--- src/rtl/sram_ctrl_if.sv ---
// Core-side word request bus for the external SRAM bridge.
// The master issues requests; the controller (slave) returns read data, ack and busy.
interface sram_ctrl_if;
  logic        i_stb;
  logic        i_rw;
  logic [16:0] i_addr;
  logic [31:0] i_dtw;
  logic [3:0]  i_be;
  logic [31:0] o_dtr;
  logic        o_ack;
  logic        o_busy;

  modport master (
    output i_stb, i_rw, i_addr, i_dtw, i_be,
    input  o_dtr, o_ack, o_busy
  );

  modport slave (
    input  i_stb, i_rw, i_addr, i_dtw, i_be,
    output o_dtr, o_ack, o_busy
  );
endinterface

--- src/rtl/sram_ctrl.sv ---
// Bridges one 32-bit word request into four byte-wide async SRAM cycles
// (SETUP, TWAIT x ACCESS, RECOVER per enabled byte); every output is registered.
module sram_ctrl #(
  parameter int TWAIT = 3
) (
  input  logic        clk,
  input  logic        rstn,
  sram_ctrl_if.slave  bus,
  output logic [16:0] sram_a,
  output logic [7:0]  sram_dq_o,
  input  logic [7:0]  sram_dq_i,
  output logic        sram_dq_oe,
  output logic        sram_ce_n,
  output logic        sram_ce2,
  output logic        sram_we_n,
  output logic        sram_oe_n
);

  localparam int WW = $clog2(TWAIT + 1);

  localparam logic [2:0] S_IDLE    = 3'd0;
  localparam logic [2:0] S_SETUP   = 3'd1;
  localparam logic [2:0] S_ACCESS  = 3'd2;
  localparam logic [2:0] S_RECOVER = 3'd3;
  localparam logic [2:0] S_DONE    = 3'd4;

  logic [2:0]    r_state;
  logic [1:0]    r_idx;
  logic [WW-1:0] r_wait;
  logic          r_rw;
  logic [14:0]   r_addr;
  logic [31:0]   r_dtw;
  logic [3:0]    r_be;
  logic [31:0]   r_stage;

  logic [3:0]    w_firstBe;
  logic [2:0]    w_first;
  logic [2:0]    w_next;
  logic          w_enterSetup;
  logic [1:0]    w_setIdx;
  logic [14:0]   w_setAddr;
  logic [31:0]   w_setData;
  logic          w_setWrite;
  logic [7:0]    w_setByte;

  // Returns {found, index} of the lowest set mask bit at or above lo.
  function automatic logic [2:0] pickByte(input logic [3:0] mask, input logic [2:0] lo);
    logic [2:0] res;
    res = 3'b000;
    for (int i = 3; i >= 0; i--) begin
      if (mask[i] && (3'(i) >= lo)) res = {1'b1, 2'(i)};
    end
    return res;
  endfunction

  assign w_firstBe = bus.i_rw ? bus.i_be : 4'hF;
  assign w_first   = pickByte(w_firstBe, 3'd0);
  assign w_next    = pickByte(r_be, {1'b0, r_idx} + 3'd1);

  always_comb begin
    w_enterSetup = 1'b0;
    w_setIdx     = r_idx;
    w_setAddr    = r_addr;
    w_setData    = r_dtw;
    w_setWrite   = r_rw;
    if (r_state == S_IDLE && bus.i_stb && w_first[2]) begin
      w_enterSetup = 1'b1;
      w_setIdx     = w_first[1:0];
      w_setAddr    = bus.i_addr[16:2];
      w_setData    = bus.i_dtw;
      w_setWrite   = bus.i_rw;
    end else if (r_state == S_RECOVER && w_next[2]) begin
      w_enterSetup = 1'b1;
      w_setIdx     = w_next[1:0];
    end
    w_setByte = w_setData[{w_setIdx, 3'b000} +: 8];
  end

  always_ff @(posedge clk) begin
    if (!rstn) begin
      r_state    <= S_IDLE;
      r_idx      <= 2'd0;
      r_wait     <= '0;
      r_rw       <= 1'b0;
      r_addr     <= 15'd0;
      r_dtw      <= 32'd0;
      r_be       <= 4'd0;
      r_stage    <= 32'd0;
      sram_a     <= 17'd0;
      sram_dq_o  <= 8'd0;
      sram_dq_oe <= 1'b0;
      sram_ce_n  <= 1'b1;
      sram_ce2   <= 1'b0;
      sram_we_n  <= 1'b1;
      sram_oe_n  <= 1'b1;
      bus.o_dtr  <= 32'd0;
      bus.o_ack  <= 1'b0;
      bus.o_busy <= 1'b0;
    end else begin
      bus.o_ack <= 1'b0;
      case (r_state)
        S_IDLE: begin
          if (bus.i_stb) begin
            r_rw       <= bus.i_rw;
            r_addr     <= bus.i_addr[16:2];
            r_dtw      <= bus.i_dtw;
            r_be       <= w_firstBe;
            bus.o_busy <= 1'b1;
            if (!w_first[2]) begin
              r_state   <= S_DONE;
              bus.o_ack <= 1'b1;
            end
          end
        end
        S_SETUP: begin
          r_state <= S_ACCESS;
          r_wait  <= WW'(TWAIT - 1);
          if (r_rw) sram_we_n <= 1'b0;
          else      sram_oe_n <= 1'b0;
        end
        // Read data is sampled on the edge that closes the last strobe cycle.
        S_ACCESS: begin
          if (r_wait == '0) begin
            r_state   <= S_RECOVER;
            sram_we_n <= 1'b1;
            sram_oe_n <= 1'b1;
            if (!r_rw) r_stage[{r_idx, 3'b000} +: 8] <= sram_dq_i;
          end else begin
            r_wait <= r_wait - 1'b1;
          end
        end
        S_RECOVER: begin
          if (!w_next[2]) begin
            r_state    <= S_DONE;
            bus.o_ack  <= 1'b1;
            sram_ce_n  <= 1'b1;
            sram_ce2   <= 1'b0;
            sram_dq_oe <= 1'b0;
            if (!r_rw) bus.o_dtr <= r_stage;
          end
        end
        S_DONE: begin
          r_state    <= S_IDLE;
          bus.o_busy <= 1'b0;
        end
        default: r_state <= S_IDLE;
      endcase

      if (w_enterSetup) begin
        r_state    <= S_SETUP;
        r_idx      <= w_setIdx;
        sram_a     <= {w_setAddr, w_setIdx};
        sram_ce_n  <= 1'b0;
        sram_ce2   <= 1'b1;
        sram_we_n  <= 1'b1;
        sram_oe_n  <= 1'b1;
        sram_dq_oe <= w_setWrite;
        if (w_setWrite) sram_dq_o <= w_setByte;
      end
    end
  end

endmodule

--- src/flat_wrapper.sv ---
// flat-port wrapper written by rule: the top's interface ports become plain ports
module sram_ctrl_flat 
#(
  parameter int TWAIT = 3
)
  (clk, rstn, sram_a, sram_dq_o, sram_dq_i, sram_dq_oe, sram_ce_n, sram_ce2, sram_we_n, sram_oe_n, bus_i_stb, bus_i_rw, bus_i_addr, bus_i_dtw, bus_i_be, bus_o_dtr, bus_o_ack, bus_o_busy);
  sram_ctrl_if bus_i ();
  input  logic clk;
  input  logic rstn;
  output logic [16:0] sram_a;
  output logic [7:0] sram_dq_o;
  input  logic [7:0] sram_dq_i;
  output logic sram_dq_oe;
  output logic sram_ce_n;
  output logic sram_ce2;
  output logic sram_we_n;
  output logic sram_oe_n;
  input wire logic [$bits(bus_i.i_stb)-1:0] bus_i_stb;
  input wire logic [$bits(bus_i.i_rw)-1:0] bus_i_rw;
  input wire logic [$bits(bus_i.i_addr)-1:0] bus_i_addr;
  input wire logic [$bits(bus_i.i_dtw)-1:0] bus_i_dtw;
  input wire logic [$bits(bus_i.i_be)-1:0] bus_i_be;
  output wire logic [$bits(bus_i.o_dtr)-1:0] bus_o_dtr;
  output wire logic [$bits(bus_i.o_ack)-1:0] bus_o_ack;
  output wire logic [$bits(bus_i.o_busy)-1:0] bus_o_busy;
  assign bus_i.i_stb = bus_i_stb;
  assign bus_i.i_rw = bus_i_rw;
  assign bus_i.i_addr = bus_i_addr;
  assign bus_i.i_dtw = bus_i_dtw;
  assign bus_i.i_be = bus_i_be;
  assign bus_o_dtr = bus_i.o_dtr;
  assign bus_o_ack = bus_i.o_ack;
  assign bus_o_busy = bus_i.o_busy;
  sram_ctrl #(.TWAIT(TWAIT)) u_core (.clk(clk), .rstn(rstn), .bus(bus_i), .sram_a(sram_a), .sram_dq_o(sram_dq_o), .sram_dq_i(sram_dq_i), .sram_dq_oe(sram_dq_oe), .sram_ce_n(sram_ce_n), .sram_ce2(sram_ce2), .sram_we_n(sram_we_n), .sram_oe_n(sram_oe_n));
endmodule
--- config.mk ---
export PLATFORM = sky130hd
export DESIGN_NAME = sram_ctrl_flat
export DESIGN_NICKNAME = d
export VERILOG_FILES = /design/src/rtl/sram_ctrl_if.sv /design/src/rtl/sram_ctrl.sv /design/src/flat_wrapper.sv
export SDC_FILE = /design/constraint.sdc
export NUM_CORES = 1
export LEC_CHECK = 0
export CAP_MARGIN = 20
export CORE_AREA = 3 3 97 135
export DETAILED_ROUTE_END_ITERATION = 6
export DIE_AREA = 0 0 100 138
export PLACE_DENSITY = 0.8
export SLEW_MARGIN = 25
export SYNTH_ARGS = -nofsm -noshare
export SYNTH_HDL_FRONTEND = slang
export SYNTH_SLANG_ARGS = --single-unit
--- constraint.sdc ---
create_clock -name clk -period 4.84 [get_ports clk]
set_clock_uncertainty 0.2 [all_clocks]
set_input_delay 1.21 -clock clk [delete_from_list [all_inputs] [get_ports clk]]
set_output_delay 1.21 -clock clk [all_outputs]
set_load 0.01 [all_outputs]
# Word-level counts from Yosys, hierarchy flattened
# Index checks and enable logic that the tools add are counted.
# totals
reg_bits	155
inputBits	65
# op_classes
n_addsub	3
order_cmp	4
n_eq_ne	16
shifts	3
muxes	43
bitwise_logic	3
reduce_logical	24
# op_table
cell	n
$mux W3	12
$bwmux W32	1
$mux W32	1
$shift A8 B7 Y32 const A	1
$shiftx A32 B6 Y8	1
$shiftx A8 B7 Y32	1
$mux W1	18
$mux W15	1
$ne A2 B2 Y1 const B	6
$pmux W3 S4	1
$reduce_and A3 Y1	4
$reduce_and A2 Y1	5
$pmux W1 S2	4
$reduce_and A4 Y1	2
$logic_and A1 B1 Y1	7
$neg A5 Y7	1
$eq A3 B2 Y1 const B	2
$ge A1 B3 Y1 const A	2
$ge A2 B3 Y1 const A	2
$mux W2	3
$ne A3 B3 Y1 const B	2
$reduce_bool A2 Y1	3
$mux W4	1
$ne A2 B1 Y1 const B	2
other kinds (11)	13

# Longest topological paths before layout
# depth
ltp_word	12
mapped_depth	11

# Least setup slack after synthesis
# No wires, ideal clock.
# synth_timing
path_type	input to register
from	input bus_i_be[0]
to	register u_core.sram_dq_o[0]
arrival_time_ns	2.613
required_ns	4.567
slack_ns	1.954
cell_stages	8
path_buffers	2
cell_sequence	nand2b_1 nor4_2 nand2b_1 buf_2 a31oi_1 or3_1 buf_6 o211ai_2
# synth_via
elab_chain_cells	5
# synth_rtl
item	line	rtl
start: declaration	flat_wrapper.sv:22	input wire logic [$bits(bus_i.i_be)-1:0] bus_i_be;
$mux W4 (*)	sram_ctrl.sv:56	assign w_firstBe = bus.i_rw ? bus.i_be : 4'hF;
$mux W3 (*)	sram_ctrl.sv:51	if (mask[i] && (3'(i) >= lo)) res = {1'b1, 2'(i)};
$logic_and A1 B1 Y1	sram_ctrl.sv:66	if (r_state == S_IDLE && bus.i_stb && w_first[2]) begin
$mux W32, or another cell as far along	sram_ctrl.sv:66	
$shiftx A32 B6 Y8 / $reduce_and A2 Y1 (equally long branches)	n/a	
end signal: assignment	sram_ctrl.sv:158	if (w_setWrite) sram_dq_o <= w_setByte;
end: declaration	sram_ctrl.sv:10	output logic [7:0] sram_dq_o,
# Every way passes the cells marked *; elsewhere a longest branch is shown, timed or not.
# A chain may end at the register's enable or synchronous reset.

# Worst setup path in the final report
# layout_timing
from	input bus_i_stb
to	register u_core.sram_dq_o[0]
# layout_via
elab_chain_cells	4
# layout_rtl
item	line	rtl
start: declaration	flat_wrapper.sv:18	input wire logic [$bits(bus_i.i_stb)-1:0] bus_i_stb;
$logic_and A1 B1 Y1 (*) (2 in a row)	sram_ctrl.sv:66	
$mux W32, or another cell as far along	sram_ctrl.sv:66	
$shiftx A32 B6 Y8 / $reduce_and A2 Y1 (equally long branches)	n/a	
# Marks and branches as above.

==> results.cfg <==
[final_layout]
fin_nets = 938
antenna_cells = 0
post_route_cells_drive_above_1_share_pct = 7.30
area.growth.synth_to_final_pct = 28.4
fin_util_pct = 70.3

[detailed_routing]
route.antenna.remaining_nets = 0
remaining_drc_errors = 0
vias_per_std_cell = 5.62
wire_per_inst_um = 15.9
finalWirelength_um = 16300
drt_first_pass_iters = 5
iteration_0_drc_markers = 267
via_count = 5755

[critical_path]
cp_top_family = simple AND/OR/NAND/NOR gates
crit_required_ps = 4980
critical_path.max_stage_delay_ps = 530
path_cells = clkdlybuf4s50_1 > nor3b_4 > and2b_2 > nand2b_1 > a31oi_1 > nor3b_2 > o211ai_1 > o211ai_2
class_of_the_most_critical_setup_path = input pin to flip-flop
worst_r2r_path_depth = 8
critical-path-slowest-cell = nor3b_2
setup.worst_path.end_class = flip-flop
timing.critical_path.depth = 8
cp.buffers_inverters = 1
start_kind = input pin
worst_ep_arrival_time_ps = 3550
worst-path-max-fanout = 19

[synthesis]
yosysTopAreaCellShare_pct = 46.9
postSynthNetCount = 837
ys.flop_type = dfxtp_1
synth-edff-count = 0
synth.top_cells.by_area = dfxtp_1, mux2i_1, nand2_1
synth.lib_cells_used.distinct = 53
synth.avg_cell_area_um2 = 8.54
async_reset_ff_share_pct = 0
postSynthRegisterBits = 153
synthDominantAreaCellType = dfxtp_1
synthesized_instance_count = 765
yosys_warnings = 0
seq_area_frac_synth_pct = 46.9
post_synth_instance_area_um2 = 6540

[clock_tree]
worst_setup_hold_path_clk_slew_ps = 60
post_cts_resized = 0
cts.root.buffer_cell = clkbuf_16
cts-hold-fix-buffers = 0
cts_buffers = 17
clock_latency_ps = 410
htreeDepth = 4
clock_path_buffers = 2
clock_tree_from_tritoncts = built
cts.sinks = 153
setup_fix_bufs_post_cts = 0

[timing]
hold_violations = 0
final.setup.tns_ps = 0
min_period_ps = 3410
timing.final.crit_share_pct = 70.4
rsz0062_at_grt = false
max_slew_margin_pct = 40.0
final-max-slew-violation-count = 0
worst_pin_slew_ps = 900
total_of_endpoints_with_negative_setup_slack_in_the_final_report = 0
maximum_frequency_from_static_timing_analysis_mhz = 293

[floorplan]
initial_core_util_pct = 54.7
design.die.area_um2 = 13800
die_h_um = 138
die_width_um = 100
design.core.area_um2 = 11900
num_rows = 47
floorplan.io_pins = 129

[pwr]
powerDensity_nw_per_um2 = 403
power.static_leakage_uw = 0.00331
vdd_drop_max_mv = 0.245

[global_route]
grt_start_max_net_pins = 91
grt_antenna_before_repair = 0
grt_first_pass_wirelength_um = 27200
globalRouteTotalUtil_pct = 23.9
overflow_after_grt = 0
first_global_vias = 5822

[run_status]
outcome = completed

[place]
gp_congestion = 0.828
placement.io_buffers = 126
dp_hpwl_um = 11200

[min_path]
hold-path-cell-count = 2
min-delay-path-class = flip-flop to flip-flop

[job]
drv.max_cap_violation_count = 0
kinds of logic after synthesis:
logic type / share of synthesized area (%)
AND/OR/NAND/NOR: 19.1
AO/OA/AOI/OAI: 16.3
flip-flops: 46.9
buffers and inverters: 5.21
multiplexers: 11.0
adder cells (fa/ha/maj): 1.34
XOR/XNOR: 0.134
placed cells by master, fill, tap and decap left out, types with 3 or more instances in the layout:
master	count
bufinv_16	3
nor2_1	69
clkinvlp_4	5
nand2_1	157
o211ai_1	8
ha_1	7
buf_4	8
nor3b_1	3
a211oi_1	15
o22ai_1	16
nand3_1	34
and2_1	6
clkbuf_16	17
a311oi_1	4
a31oi_1	3
nand2b_1	3
dfxtp_1	153
inv_1	18
mux2i_1	63
clkdlybuf4s50_1	126
a21oi_1	95
mux2_2	7
o21ai_0	9
o211ai_2	8
routing by layer:
layer / share of wire [%] / GRT usage [%] / wire length, um
met1: 39 / 26.2 / 6360
met2: 52 / 42.6 / 8520
met3: 5.4 / 6.35 / 872
met4: 3.3 / 10.8 / 542
met5: 0 / 0 / 0
worst reg2reg max path, cell delays in order, from the launching register on:
cell	delay, ps
dfxtp_1	470
inv_1	200
ha_1	290
o21a_1	220
a21oi_1	250
a2bb2oi_4	570
mux2_2	420
a21oi_1	230
o211ai_2	90
sequential cells by signal, summed over array words and instances (netlist names), 2 cells and up:
signal / cells
u_core.sram_dq_o: 8
u_core.r_wait: 2
u_core.bus.o_dtr: 32
u_core.r_be: 4
u_core.r_stage: 32
u_core.r_state: 3
u_core.r_addr: 15
u_core.r_dtw: 32
u_core.sram_a: 16
cell usage after synthesis, drive strengths merged (4+ instances only):
cell and count:
dfxtp 153, nand3 34, mux2 8, ha 7
buf 27, mux2i 63, o21ai 11, inv 19
o211ai 16, nor3b 5, clkbuf 25, a21oi 95
nor2 70, nand2 158, nand2b 4, a211oi 15
and2 6, a311oi 4, o22ai 16
power breakdown:
group	switching (uW)	internal (uW)
Clock	503	818
Sequential	65.9	1360
Combinational	362	267
Total	930	2450
metrics by stage:
step	instances	total power [uW]	setup slack (ps)	hold WS (ps)	area (um2)
after CTS	1024	3400	1420	253	8390
after floorplan	765	1840	1950	231	6540
after detailed placement	994	2080	978	246	7800
final	1024	3380	1430	253	8390
after global placement	994	2050	1060	238	7780
after global routing	1024	3530	1230	271	8390
worst paths after layout:
path | start | end | slack [ps]
max | bus_i_stb | u_core.sram_dq_o[0]$_SDFFE_PN0P_ | 1430
min reg2reg | u_core.r_stage[18]$_SDFFE_PN0P_ | u_core.r_stage[18]$_SDFFE_PN0P_ | 250
max reg2reg | u_core.r_idx[0]$_SDFFE_PN0P_ | u_core.sram_dq_o[1]$_SDFFE_PN0P_ | 1760
min | u_core.r_stage[18]$_SDFFE_PN0P_ | u_core.r_stage[18]$_SDFFE_PN0P_ | 250
cell type report:
cell class	instances	area [um2]
fill	940	3550
timing repair buffer	134	1320
multi-input combinational	540	3150
tap	147	184
clock inverter	11	150
inverter	20	77.6
sequential	153	3060
clock buffer	19	443
(Power assumes the default switching activity.)
